[src/rtl/fifo_rd_serializer.sv]
// fifo_rd_serializer
//   Drains a first-word-fall-through FIFO and sends each popped word as a
//   framed, LSB-first serial stream on a line that idles high. A frame is:
//     start bit (0), DATA_W data bits, [even-parity bit], stop bit (1).
//   Each bit is held for BIT_CYCLES clocks. After the stop bit the line stays
//   high for IDLE_GAP more clocks before the next pop is allowed.
//
//   Optional build macro: FIFO_RD_SER_PARITY_EN
//     defined   -> one even-parity bit (XOR of the data) is sent before the stop bit
//     undefined -> no parity bit; DATA goes straight to STOP
//
// Parameters
//   DATA_W     FIFO word width / serial data field width (>= 2)
//   BIT_CYCLES clocks per serial bit (>= 1)
//   IDLE_GAP   extra idle-high clocks after each stop bit (>= 0)
//
// Ports
//   clk          rising-edge clock
//   reset        asynchronous, active-low reset
//   enable_i     allows new frames to start
//   empty_i      FIFO empty flag
//   pop_data_i   FIFO head word (valid while empty_i = 0)
//   pop_o        FIFO pop strobe (combinational, IDLE only)
//   ser_o        serial line, idles high (registered)
//   frame_o      high during start/data/parity/stop bits (registered)
//   busy_o       high outside IDLE (registered)
//   frame_done_o one-clock pulse in the last clock of the stop bit (registered)
//   byte_cnt_o   completed-frame count, wraps at 16 bits
module fifo_rd_serializer #(
    parameter int DATA_W     = 8,
    parameter int BIT_CYCLES = 4,
    parameter int IDLE_GAP   = 1
) (
    input  logic              clk,
    input  logic              reset,
    input  logic              enable_i,
    input  logic              empty_i,
    input  logic [DATA_W-1:0] pop_data_i,
    output logic              pop_o,
    output logic              ser_o,
    output logic              frame_o,
    output logic              busy_o,
    output logic              frame_done_o,
    output logic [15:0]       byte_cnt_o
);

    localparam int MAX_CYC = (BIT_CYCLES > IDLE_GAP) ? BIT_CYCLES : IDLE_GAP;
    localparam int CYC_W   = (MAX_CYC > 1) ? $clog2(MAX_CYC) : 1;
    localparam int BIT_W   = $clog2(DATA_W + 1);

    localparam logic [CYC_W-1:0] BIT_LAST  = CYC_W'(BIT_CYCLES - 1);
    localparam logic [CYC_W-1:0] BIT_PRE   = CYC_W'((BIT_CYCLES > 1) ? BIT_CYCLES - 2 : 0);
    localparam logic [CYC_W-1:0] GAP_LAST  = CYC_W'((IDLE_GAP > 0) ? IDLE_GAP - 1 : 0);
    localparam logic [BIT_W-1:0] DATA_LAST = BIT_W'(DATA_W - 1);

    typedef enum logic [2:0] {
        IDLE,
        START,
        DATA,
`ifdef FIFO_RD_SER_PARITY_EN
        PARITY,
`endif
        STOP,
        GAP
    } state_t;

    state_t             state;
    logic [CYC_W-1:0]   cyc;
    logic [BIT_W-1:0]   bit_cnt;
    logic [DATA_W-1:0]  shreg;
`ifdef FIFO_RD_SER_PARITY_EN
    logic               parity;
`endif

    logic bit_end;
    logic enter_stop;
    logic done_next;

    // Gated by reset so the strobe is low while reset is held.
    assign pop_o = reset & enable_i & ~empty_i & (state == IDLE);

    // frame_done_o is registered, so it must be set on the edge that enters
    // the final stop clock: the STOP entry edge when a bit is one clock long,
    // otherwise the edge after the second-to-last stop clock.
    always_comb begin
        bit_end    = (cyc == BIT_LAST);
        enter_stop = 1'b0;
`ifdef FIFO_RD_SER_PARITY_EN
        enter_stop = (state == PARITY) && bit_end;
`else
        enter_stop = (state == DATA) && bit_end && (bit_cnt == DATA_LAST);
`endif
        if (BIT_CYCLES == 1) begin
            done_next = enter_stop;
        end else begin
            done_next = (state == STOP) && (cyc == BIT_PRE);
        end
    end

    always_ff @(posedge clk or negedge reset) begin
        if (!reset) begin
            state        <= IDLE;
            cyc          <= '0;
            bit_cnt      <= '0;
            shreg        <= '0;
`ifdef FIFO_RD_SER_PARITY_EN
            parity       <= 1'b0;
`endif
            ser_o        <= 1'b1;
            frame_o      <= 1'b0;
            busy_o       <= 1'b0;
            frame_done_o <= 1'b0;
            byte_cnt_o   <= '0;
        end else begin
            frame_done_o <= done_next;
            if (done_next) begin
                byte_cnt_o <= byte_cnt_o + 16'd1;
            end

            case (state)
                IDLE: begin
                    if (pop_o) begin
                        shreg   <= pop_data_i;
`ifdef FIFO_RD_SER_PARITY_EN
                        parity  <= ^pop_data_i;
`endif
                        cyc     <= '0;
                        state   <= START;
                        ser_o   <= 1'b0;
                        frame_o <= 1'b1;
                        busy_o  <= 1'b1;
                    end
                end

                START: begin
                    if (bit_end) begin
                        cyc     <= '0;
                        bit_cnt <= '0;
                        state   <= DATA;
                        ser_o   <= shreg[0];
                    end else begin
                        cyc <= cyc + CYC_W'(1);
                    end
                end

                DATA: begin
                    if (bit_end) begin
                        cyc <= '0;
                        if (bit_cnt == DATA_LAST) begin
`ifdef FIFO_RD_SER_PARITY_EN
                            state <= PARITY;
                            ser_o <= parity;
`else
                            state <= STOP;
                            ser_o <= 1'b1;
`endif
                        end else begin
                            // Next bit is shreg[1] before the shift lands.
                            bit_cnt <= bit_cnt + BIT_W'(1);
                            shreg   <= shreg >> 1;
                            ser_o   <= shreg[1];
                        end
                    end else begin
                        cyc <= cyc + CYC_W'(1);
                    end
                end

`ifdef FIFO_RD_SER_PARITY_EN
                PARITY: begin
                    if (bit_end) begin
                        cyc   <= '0;
                        state <= STOP;
                        ser_o <= 1'b1;
                    end else begin
                        cyc <= cyc + CYC_W'(1);
                    end
                end
`endif

                STOP: begin
                    if (bit_end) begin
                        cyc     <= '0;
                        frame_o <= 1'b0;
                        if (IDLE_GAP > 0) begin
                            state <= GAP;
                        end else begin
                            state  <= IDLE;
                            busy_o <= 1'b0;
                        end
                    end else begin
                        cyc <= cyc + CYC_W'(1);
                    end
                end

                GAP: begin
                    if (cyc == GAP_LAST) begin
                        cyc    <= '0;
                        state  <= IDLE;
                        busy_o <= 1'b0;
                    end else begin
                        cyc <= cyc + CYC_W'(1);
                    end
                end

                default: begin
                    state <= IDLE;
                end
            endcase
        end
    end

endmodule

[config.mk]
export PLATFORM = sky130hd
export DESIGN_NAME = fifo_rd_serializer
export DESIGN_NICKNAME = d
export VERILOG_FILES = /design/src/rtl/fifo_rd_serializer.sv
export SDC_FILE = /design/constraint.sdc
export NUM_CORES = 1
export LEC_CHECK = 0
export ABC_CLOCK_PERIOD_IN_PS = 5300
export CAP_MARGIN = 20
export CORE_MARGIN = 2
export CORE_UTILIZATION = 50
export DETAILED_ROUTE_END_ITERATION = 10
export GPL_ROUTABILITY_DRIVEN = 0
export PLACE_DENSITY = 0.76
export SYNTH_ARGS = -nofsm -noshare
export SYNTH_HDL_FRONTEND = slang
export SYNTH_SLANG_ARGS = --single-unit
[constraint.sdc]
create_clock -name clk -period 5.3 [get_ports clk]
set_clock_uncertainty 0.2 [all_clocks]
set_input_delay 0.795 -clock clk [delete_from_list [all_inputs] [get_ports clk]]
set_output_delay 0.795 -clock clk [all_outputs]
set_load 0.01 [all_outputs]
==> flow_metrics.env, run 1 <==
export IMPL_run_status="complete, no violations"
export IMPL_critical_path_slowest_cell="sky130_fd_sc_hd__buf_2"
export IMPL_postSynthAreaPerCell_um2=10.4
export IMPL_die_h_um=65.6
export IMPL_drt_pass1_iterations=4
export IMPL_timing_max_slew_rel_slack_pct=36.8
export IMPL_power_density_mw_per_mm2=437
export IMPL_worstPathArrival_ns=2.49
export IMPL_cts_made_buffers=5
export IMPL_netlist_area_pre_place_mm2=0.00190
export IMPL_synth_seq_cells=37
export IMPL_sequentialPowerShare_pct=44.4
export IMPL_global_route_overflow_total=0
export IMPL_hold_worst_slack_ns=0.275
export IMPL_n_antenna_cell=0
export IMPL_hold_class="flop to flop"
export IMPL_cts_tree="yes"
export IMPL_timing_setup_critical_path_class="input pin to output pin"
export IMPL_io_pin_count=33
export IMPL_final_layout_size_suffix_gt1_share_pct=8.84
export IMPL_critical_path_max_stage_delay_ns=0.65
export IMPL_core_area_mm2=0.00366
export IMPL_worst_r2r_cell_count=4
export IMPL_post_route_min_period_ns=3.48
export IMPL_synth_warning_count=0
export IMPL_insertion_delay_ns=0.29
export IMPL_worst_setup_sp_type="input pin"
export IMPL_post_route_worst_setup_slack_ns=1.82
export IMPL_final_setup_viol_count=0
export IMPL_place_ws_ns=1.76
export IMPL_fillers=318
export IMPL_cp_required_ns=4.30
export IMPL_regToRegEndpoint="shreg[7]"
export IMPL_grt_max_degree=40
export IMPL_viasPerCell=5.42
export IMPL_via_count_of_the_first_global_routing_pass=1366
export IMPL_worst_r2r_setup_slack_ns=2.96
export IMPL_worst_slew_pin_transition_ns=0.942
export IMPL_cts_hold_repair_buffers=0
export IMPL_clkSinkCount=37
export IMPL_cts_setup_buffers=0
export IMPL_post_drt_wl_per_cell_um=13.8
export IMPL_clock_fmax_mhz=287
export IMPL_grt_usage_pct=18.8
export IMPL_synth_async_sr_flop_share_pct=100
export IMPL_critical_path_endpoint="pop_o"
export IMPL_htreeDepth=2
export IMPL_initial_core_util_pct=51.8
export IMPL_critical_path_source="reset"
export IMPL_cts_resized_gates=0
export IMPL_leakage_nw=1.07
export IMPL_worst_setup_hold_path_clk_slew_ns=0.07
export IMPL_power_report_internal_total_mw=0.642
export IMPL_drt_iter0_markers=97
export IMPL_port_buffers=32
export IMPL_worst_vdd_drop_mv=0.248
export IMPL_floorplan_die_area_mm2=0.00430
export IMPL_synth_cells=182
export IMPL_largest_buffer_count_on_any_clock_path=2
export IMPL_areaGrowthSynthToFinish_pct=22.4
export IMPL_layout_cells_most_common="sky130_fd_sc_hd__dfrtp_1"
export IMPL_regArea_um2=927
export IMPL_p_total_mw=1.02
export IMPL_final_setup_tns_ns=0
export IMPL_netSwitchingPower_mw=0.375
export IMPL_antenna_found_initial=0
export IMPL_final_period_utilization_pct=65.7
export IMPL_clock_tree_root_cell="sky130_fd_sc_hd__clkbuf_8"
export IMPL_worstHoldStart="byte_cnt_o[15]"
export IMPL_max_cap_violations=0
export IMPL_critPathMaxFanout=39
export IMPL_rsz0062_at_grt="false"
export IMPL_syn_nets=199
export IMPL_routed_wl_um=3640
export IMPL_synth_sequential_area_ratio_pct=48.8
export IMPL_die_width_um=65.6
export IMPL_synth_cell_type_count=44
export IMPL_edff_count_synth=0
export IMPL_dr_total_vias=1425
export IMPL_mostFrequentLayoutCells="sky130_fd_sc_hd__dfrtp_1 (36), sky130_fd_sc_hd__clkdlybuf4s50_1 (31), sky130_fd_sc_hd__nand2_1 (20), sky130_fd_sc_hd__nor2_1 (16), sky130_fd_sc_hd__xnor2_1 (11)"
export IMPL_yosys_most_used_dff="sky130_fd_sc_hd__dfrtp_1"
export IMPL_nets=232
export IMPL_origin_of_the_critical_flop_to_flop_path="state[1]"
export IMPL_ant_nets=0
export IMPL_multiInputGateArea_um2=916
export IMPL_share_of_total_power_in_combinational_logic_pct=36.2
export IMPL_final_max_slew_violation_count=0
export IMPL_placementRows=22
export IMPL_crit_chain="buf_2 > nand4bb_2 > nor3_1 > clkdlybuf4s50_1"
export IMPL_endpoint_kind="output pin"
export IMPL_finalHoldViolCount=0
export IMPL_drc=0
export IMPL_hpwlAfterDp_um=2560
export IMPL_switching_share_pct=36.9
export IMPL_pwr_share_clk_pct=19.3
export IMPL_global_route_wire_length_before_repair_um=6160
how the worst min path moves through the flow:
stage	to	slack (ns)	cells after the start
3_5_place_dp	byte_cnt_o[15]	0.27	1
2_1_floorplan	bit_cnt[0]	0.30	0
3_3_place_gp	byte_cnt_o[15]	0.26	1
5_1_grt	byte_cnt_o[15]	0.31	1
6_report	byte_cnt_o[15]	0.27	1
4_1_cts	byte_cnt_o[15]	0.28	1
final cells by class:
class | instances | share of cell area [%]
clock buffers | 7 | 3.72
inverters | 5 | 0.808
well taps | 48 | 2.58
flip-flops and latches | 37 | 39.9
multi-input cells | 134 | 39.4
repair buffers | 32 | 13.6
power groups by stage:
stage          clock, mW  sequential, mW  combinational, mW
2_1_floorplan          0           0.422              0.295
3_3_place_gp           0           0.448              0.350
3_5_place_dp           0           0.455              0.373
4_1_cts            0.202           0.451              0.374
5_1_grt            0.214           0.466              0.413
6_report           0.196           0.452              0.368
kinds of logic (layout without fill, tap and decap cells):
kind of cell | after synthesis | in the layout | share of synthesized area (%)
AND/OR/NAND/NOR | 68 | 68 | 20.2
flip-flops | 37 | 37 | 48.8
AO/OA/AOI/OAI | 33 | 33 | 10.7
XOR/XNOR | 16 | 16 | 7.38
multiplexers | 12 | 12 | 6.59
buffers and inverters | 11 | 44 | 2.90
adder cells (fa/ha/maj) | 5 | 5 | 3.30
critical path, delay by kind of cell:
kind | cells | cell delay (ns)
buffers and inverters | 2 | 1.21
AND/OR/NAND/NOR | 2 | 0.48
synth_stat cells (all sizes together) (3+ instances only):
cell type / number / area share (%)
dfrtp: 36 / 47
nand2: 21 / 4.3
nor2: 17 / 3.5
xnor2: 11 / 5.1
a21oi: 10 / 2.6
mux2i: 8 / 4.2
a31oi: 7 / 2.3
nand3: 7 / 1.8
o21ai: 7 / 1.8
ha: 5 / 3.3
inv: 5 / 0.99
xor2: 5 / 2.3
buf: 4 / 1.5
mux2: 4 / 2.4
nor4: 4 / 2.4
nand2b: 3 / 0.99
nor3: 3 / 0.79
sequential cells by signal, indices dropped and copies added, names as in the netlist:
name,flops
byte_cnt_o,16
shreg,8
bit_cnt,4
state,3
cyc,2
busy_o,1
frame_done_o,1
frame_o,1
ser_o,1
per-layer routing:
| layer | vias to the layer above | share of wire, % | GRT usage (%) |
|---|---|---|---|
| met4 | 0 | 1.2 | 6.25 |
| met5 | - | 0 | 0 |
| met3 | 6 | 4.2 | 4.79 |
| met2 | 27 | 48 | 32.1 |
| met1 | 679 | 47 | 23.1 |
| li1 | 713 | - | - |
metrics by stage:
| stage | area [um2] | instances | utilization [%] |
|---|---|---|---|
| 3_3_place_gp | 2240 | 256 | 61.1 |
| 5_1_grt | 2320 | 263 | 63.5 |
| 4_1_cts | 2320 | 263 | 63.5 |
| 6_report | 2320 | 263 | 63.5 |
| 2_1_floorplan | 1900 | 182 | - |
| 3_5_place_dp | 2240 | 256 | 61.1 |
Power figures use the tool's default switching activity.
==> inputs of run 2 (changes only) <==
==> config.mk (replaced) <==
export PLATFORM = sky130hd
export DESIGN_NAME = fifo_rd_serializer
export DESIGN_NICKNAME = d
export VERILOG_FILES = /design/src/rtl/fifo_rd_serializer.sv
export SDC_FILE = /design/constraint.sdc
export NUM_CORES = 1
export LEC_CHECK = 0
export ABC_CLOCK_PERIOD_IN_PS = 2970
export CAP_MARGIN = 20
export CORE_MARGIN = 2
export CORE_UTILIZATION = 47
export DETAILED_ROUTE_END_ITERATION = 10
export GPL_ROUTABILITY_DRIVEN = 0
export PLACE_DENSITY = 0.75
export SYNTH_ARGS = -nofsm -noshare
export SYNTH_HDL_FRONTEND = slang
export SYNTH_SLANG_ARGS = --single-unit
==> constraint.sdc (replaced) <==
create_clock -name clk -period 2.97 [get_ports clk]
set_clock_uncertainty 0.2 [all_clocks]
set_input_delay 0.4455 -clock clk [delete_from_list [all_inputs] [get_ports clk]]
set_output_delay 0.4455 -clock clk [all_outputs]
set_load 0.01 [all_outputs]
==> run 2 against run 1 <==
Sequential cell count is the same; global-route usage shrank 0.84 points; clock-buffer cell count shrank 1; die area grew 6.0%; critical endpoint unchanged; combinational power grew 82%.
==> flow_metrics.env, run 2 (synthesis gave the netlist of run 1 again) <==
export IMPL_run_status="complete, no violations"
export IMPL_clock_tree_root_cell="sky130_fd_sc_hd__clkbuf_8"
export IMPL_clkSinkCount=37
export IMPL_final_std_cell_area_no_fill_mm2=0.00237
export IMPL_drt_iter0_markers=104
export IMPL_clock_fmax_mhz=402
export IMPL_critical_path_max_stage_delay_ns=0.56
export IMPL_share_of_total_power_in_combinational_logic_pct=36.4
export IMPL_worst_slew_pin_transition_ns=0.565
export IMPL_multiInputGateArea_um2=916
export IMPL_antenna_found_initial=0
export IMPL_placementRows=23
export IMPL_critical_path_slowest_cell="sky130_fd_sc_hd__clkdlybuf4s50_1"
export IMPL_finalHoldViolCount=0
export IMPL_worst_setup_sp_type="flop"
export IMPL_layout_cells_most_common="sky130_fd_sc_hd__dfrtp_1"
export IMPL_critical_path_n_buffers_inverters=1
export IMPL_netSwitchingPower_mw=0.679
export IMPL_post_drt_wl_per_cell_um=13.1
export IMPL_dr_total_vias=1450
export IMPL_timing_setup_critical_path_class="flop to output pin"
export IMPL_sequentialPowerShare_pct=43.6
export IMPL_cts_setup_buffers=0
export IMPL_n_antenna_cell=0
export IMPL_drt_pass1_iterations=4
export IMPL_power_report_internal_total_mw=1.16
export IMPL_core_area_mm2=0.00394
export IMPL_timing_max_slew_rel_slack_pct=62.3
export IMPL_max_cap_violations=0
export IMPL_top_regs="byte_cnt_o (16), shreg (8), bit_cnt (4)"
export IMPL_cts_tree="yes"
export IMPL_cpLargestDelayFamily="buffers and inverters"
export IMPL_worstPathArrival_ns=1.84
export IMPL_cts_resized_gates=0
export IMPL_largest_buffer_count_on_any_clock_path=2
export IMPL_hold_worst_slack_ns=0.0240
export IMPL_global_route_wire_length_before_repair_um=6120
export IMPL_grt_max_degree=39
export IMPL_power_density_mw_per_mm2=779
export IMPL_hpwlAfterDp_um=2420
export IMPL_place_ws_ns=0.522
export IMPL_post_layout_nonfiller_instances=270
export IMPL_placed_cells_incl_taps=262
export IMPL_htreeDepth=2
export IMPL_pwr_share_clk_pct=20.0
export IMPL_layout_core_utilization_pct=60.0
export IMPL_worst_setup_hold_path_clk_slew_ns=0.08
export IMPL_cts_made_buffers=5
export IMPL_insertion_delay_ns=0.29
export IMPL_fillers=343
export IMPL_largest_register_ffs=16
export IMPL_mostFrequentLayoutCells="sky130_fd_sc_hd__dfrtp_1 (36), sky130_fd_sc_hd__clkdlybuf4s50_1 (31), sky130_fd_sc_hd__nand2_1 (20), sky130_fd_sc_hd__nor2_1 (16), sky130_fd_sc_hd__xnor2_1 (11)"
export IMPL_ant_nets=0
export IMPL_initial_core_util_pct=48.1
export IMPL_global_route_overflow_total=0
export IMPL_post_route_min_period_ns=2.49
export IMPL_rsz0062_at_grt="false"
export IMPL_endpoint_kind="output pin"
export IMPL_final_max_slew_violation_count=0
export IMPL_cp_required_ns=2.32
export IMPL_areaGrowthSynthToFinish_pct=24.7
export IMPL_registers_top_by_ff_count="byte_cnt_o"
export IMPL_routed_wl_um=3530
export IMPL_final_period_utilization_pct=83.8
export IMPL_via_count_of_the_first_global_routing_pass=1382
export IMPL_hold_class="input pin to asynchronous set/reset pin"
export IMPL_switching_share_pct=36.8
export IMPL_die_h_um=67.6
export IMPL_floorplan_die_area_mm2=0.00456
export IMPL_worst_vdd_drop_mv=0.477
export IMPL_critPathMaxFanout=12
export IMPL_nets=236
export IMPL_crit_chain="nand4bb_2 > nor3_1 > clkdlybuf4s50_1"
export IMPL_grt_usage_pct=18.0
export IMPL_port_buffers=32
export IMPL_placed_cell_area_mm2=0.00227
export IMPL_final_setup_viol_count=0
export IMPL_final_setup_tns_ns=0
export IMPL_final_layout_size_suffix_gt1_share_pct=11.4
export IMPL_cts_hold_repair_buffers=0
export IMPL_regArea_um2=927
export IMPL_die_width_um=67.6
export IMPL_p_total_mw=1.84
export IMPL_post_route_worst_setup_slack_ns=0.482
export IMPL_io_pin_count=33
export IMPL_viasPerCell=5.37
export IMPL_drc=0
export IMPL_leakage_nw=1.09
run 2: layer usage:
metal | track usage, % | up-vias | share of wire (%)
met5 | 0 | - | 0
met4 | 6.89 | 0 | 1.6
met3 | 5.00 | 5 | 4.0
met2 | 28.3 | 21 | 46
met1 | 23.4 | 708 | 48
li1 | - | 716 | -
run 2: final cells by class:
cell class / instances / area share [%]
inverter: 5 / 0.793
multi-input combinational: 134 / 38.7
timing repair buffer: 36 / 14.6
sequential: 37 / 39.2
clock buffer: 6 / 3.49
tap: 50 / 2.64
clock inverter: 2 / 0.582
run 2: power by group through the flow:
stage / combinational [mW] / sequential [mW] / clock [mW]
2_1_floorplan: 0.527 / 0.753 / 0
3_3_place_gp: 0.655 / 0.804 / 0
3_5_place_dp: 0.669 / 0.811 / 0
4_1_cts: 0.675 / 0.802 / 0.383
5_1_grt: 0.754 / 0.828 / 0.401
6_report: 0.671 / 0.804 / 0.369
run 2: path summary, 6_finish.rpt:
| check | depth (start not counted) | end | from | slack, ns |
|---|---|---|---|---|
| setup reg to reg | 6 | shreg[5] | cyc[1] | 0.83 |
| hold / removal | 2 | byte_cnt_o[13] | reset | 0.02 |
| max in group asynchronous | 2 | ser_o | reset | 2.19 |
| hold reg to reg | 1 | byte_cnt_o[15] | byte_cnt_o[15] | 0.28 |
| min in group clk | 1 | byte_cnt_o[15] | byte_cnt_o[15] | 0.28 |
| setup / recovery | 3 | pop_o | state[1] | 0.48 |
==> inputs of run 3 (changes only) <==
==> config.mk (replaced) <==
export PLATFORM = sky130hd
export DESIGN_NAME = fifo_rd_serializer
export DESIGN_NICKNAME = d
export VERILOG_FILES = /design/src/rtl/fifo_rd_serializer.sv
export SDC_FILE = /design/constraint.sdc
export NUM_CORES = 1
export LEC_CHECK = 0
export ABC_CLOCK_PERIOD_IN_PS = 2400
export CAP_MARGIN = 20
export CORE_MARGIN = 2
export CORE_UTILIZATION = 50
export DETAILED_ROUTE_END_ITERATION = 10
export GPL_ROUTABILITY_DRIVEN = 0
export PLACE_DENSITY = 0.76
export SYNTH_ARGS = -nofsm -noshare
export SYNTH_HDL_FRONTEND = slang
export SYNTH_SLANG_ARGS = --single-unit
==> constraint.sdc (replaced) <==
create_clock -name clk -period 2.4 [get_ports clk]
set_clock_uncertainty 0.2 [all_clocks]
set_input_delay 0.36 -clock clk [delete_from_list [all_inputs] [get_ports clk]]
set_output_delay 0.36 -clock clk [all_outputs]
set_load 0.01 [all_outputs]
==> run 3 against run 2 <==
Die area down 5.7%; sequential share of layout area is 0.45 points lower; core utilization grew 5.4 points; power is 26% higher; combinational power increased by 32%; wire length is 4.0% higher; sequential power grew 21%; clock-buffer cell count is 1 higher; sequential cell count unchanged; setup slack got worse by 0.40 ns; clock power up 28%.
==> flow_metrics.env, run 3 (synthesis gave the netlist of run 1 again) <==
export IMPL_timing_setup_critical_path_class="input pin to output pin"
export IMPL_grt_usage_pct=19.0
export IMPL_global_route_wire_length_before_repair_um=6250
export IMPL_rsz0062_at_grt="false"
export IMPL_global_route_overflow_total=0
export IMPL_place_ws_ns=0.0793
export IMPL_hpwlAfterDp_um=2630
export IMPL_final_setup_viol_count=0
export IMPL_largest_register_ffs=16
export IMPL_drc=0
export IMPL_cts_tree="yes"
export IMPL_final_setup_tns_ns=0
export IMPL_fillers=305
export IMPL_nets=239
export IMPL_drt_iter0_markers=85
export IMPL_origin_of_the_critical_flop_to_flop_path="state[0]"
export IMPL_final_max_slew_violation_count=0
export IMPL_finalHoldViolCount=0
export IMPL_grt_max_degree=39
export IMPL_top_regs="byte_cnt_o (16), shreg (8), bit_cnt (4)"
export IMPL_final_layout_size_suffix_gt1_share_pct=12.1
export IMPL_io_pin_count=33
export IMPL_largest_buffer_count_on_any_clock_path=2
export IMPL_layout_cells_most_common="sky130_fd_sc_hd__dfrtp_1"
export IMPL_areaGrowthSynthToFinish_pct=26.1
export IMPL_cp_required_ns=1.84
export IMPL_cts_resized_gates=0
export IMPL_post_route_worst_setup_slack_ns=0.0857
export IMPL_cts_setup_buffers=0
export IMPL_worstPathArrival_ns=1.75
export IMPL_endpoint_kind="output pin"
export IMPL_run_status="complete, no violations"
export IMPL_antenna_found_initial=0
export IMPL_worst_slew_pin_transition_ns=0.523
export IMPL_mostFrequentLayoutCells="sky130_fd_sc_hd__dfrtp_1 (36), sky130_fd_sc_hd__clkdlybuf4s50_1 (31), sky130_fd_sc_hd__nand2_1 (20), sky130_fd_sc_hd__nor2_1 (16), sky130_fd_sc_hd__xnor2_1 (11)"
export IMPL_drt_pass1_iterations=6
export IMPL_max_cap_violations=0
export IMPL_critical_path_source="empty_i"
export IMPL_cts_hold_repair_buffers=1
export IMPL_hold_class="flop to flop"
export IMPL_placementRows=22
export IMPL_clkSinkCount=37
export IMPL_post_drt_wl_per_cell_um=13.5
export IMPL_core_area_mm2=0.00366
export IMPL_htreeDepth=2
export IMPL_p_total_mw=2.33
export IMPL_post_route_min_period_ns=2.31
export IMPL_die_width_um=65.6
export IMPL_die_h_um=65.6
export IMPL_leakage_nw=1.11
export IMPL_n_antenna_cell=0
export IMPL_power_density_mw_per_mm2=973
export IMPL_initial_core_util_pct=51.8
export IMPL_clock_fmax_mhz=432
export IMPL_floorplan_die_area_mm2=0.00430
export IMPL_cts_made_buffers=5
export IMPL_worst_vdd_drop_mv=0.533
export IMPL_insertion_delay_ns=0.29
export IMPL_dr_total_vias=1458
export IMPL_viasPerCell=5.38
export IMPL_timing_max_slew_rel_slack_pct=65.2
export IMPL_ant_nets=0
export IMPL_via_count_of_the_first_global_routing_pass=1431
export IMPL_routed_wl_um=3670
export IMPL_worst_setup_sp_type="input pin"
export IMPL_final_period_utilization_pct=96.4
export IMPL_port_buffers=32
export IMPL_critPathMaxFanout=2
export IMPL_registers_top_by_ff_count="byte_cnt_o"
export IMPL_worst_setup_hold_path_clk_slew_ns=0.07
export IMPL_clock_tree_root_cell="sky130_fd_sc_hd__clkbuf_8"
export IMPL_worstHoldStart="byte_cnt_o[15]"
run 3: cell count changes in the layout (fill, tap and decap cells not counted):
cell | previous run | this run
sky130_fd_sc_hd__buf_4 | 4 | 6
sky130_fd_sc_hd__clkbuf_8 | 6 | 7
sky130_fd_sc_hd__clkinv_4 | 1 | 0
sky130_fd_sc_hd__dlygate4sd3_1 | 0 | 1
run 3: layout make-up:
cell class / count / area [um2] / area share [%]
sequential: 37 / 927 / 38.7
clock inverter: 1 / 5.00 / 0.209
tap: 48 / 60.1 / 2.51
timing repair buffer: 39 / 370 / 15.5
multi-input combinational: 134 / 916 / 38.3
inverter: 5 / 18.8 / 0.784
clock buffer: 7 / 96.3 / 4.03
run 3: path summary, 6_finish.rpt:
check                                      end  slack, ns  cells past startpoint
worst max register to register          cyc[1]       0.29                      4
worst min-delay path            byte_cnt_o[15]       0.27                      1
worst min register to register  byte_cnt_o[15]       0.27                      1
worst max-delay path                     pop_o       0.09                      4
min in group asynchronous             state[0]       0.47                      3
max in group asynchronous                ser_o       1.19                      3
run 3: per-stage QoR:
stage | instances | instance area, um2 | hold WS, ns | util, %
after CTS | 271 | 2390 | 0.276 | 65.4
after detailed placement | 262 | 2280 | 0.267 | 62.3
after floorplan | 182 | 1900 | -0.136 | -
final | 271 | 2390 | 0.274 | 65.4
after global routing | 271 | 2390 | 0.325 | 65.4
after global placement | 262 | 2280 | 0.261 | 62.3
run 3: worst max-delay path, cell delays in order:
cell                              delay [ns]
sky130_fd_sc_hd__clkdlybuf4s50_1        0.41
sky130_fd_sc_hd__nand4bb_2              0.25
sky130_fd_sc_hd__nor3_1                 0.16
sky130_fd_sc_hd__clkdlybuf4s50_1        0.56
run 3: report_power, final:
group / switching (mW) / internal (mW) / total [mW]
logic: 0.451 / 0.433 / 0.883
clock network: 0.214 / 0.259 / 0.473
registers: 0.180 / 0.793 / 0.973
run 3: layer usage:
metal  GRT usage (%)  wire (um)  vias to the layer above
li1                -          -                      723
met4            8.33         68                        0
met5               0          0                        -
met3            3.94        136                        7
met2            32.0       1760                       29
met1            23.6       1700                      699
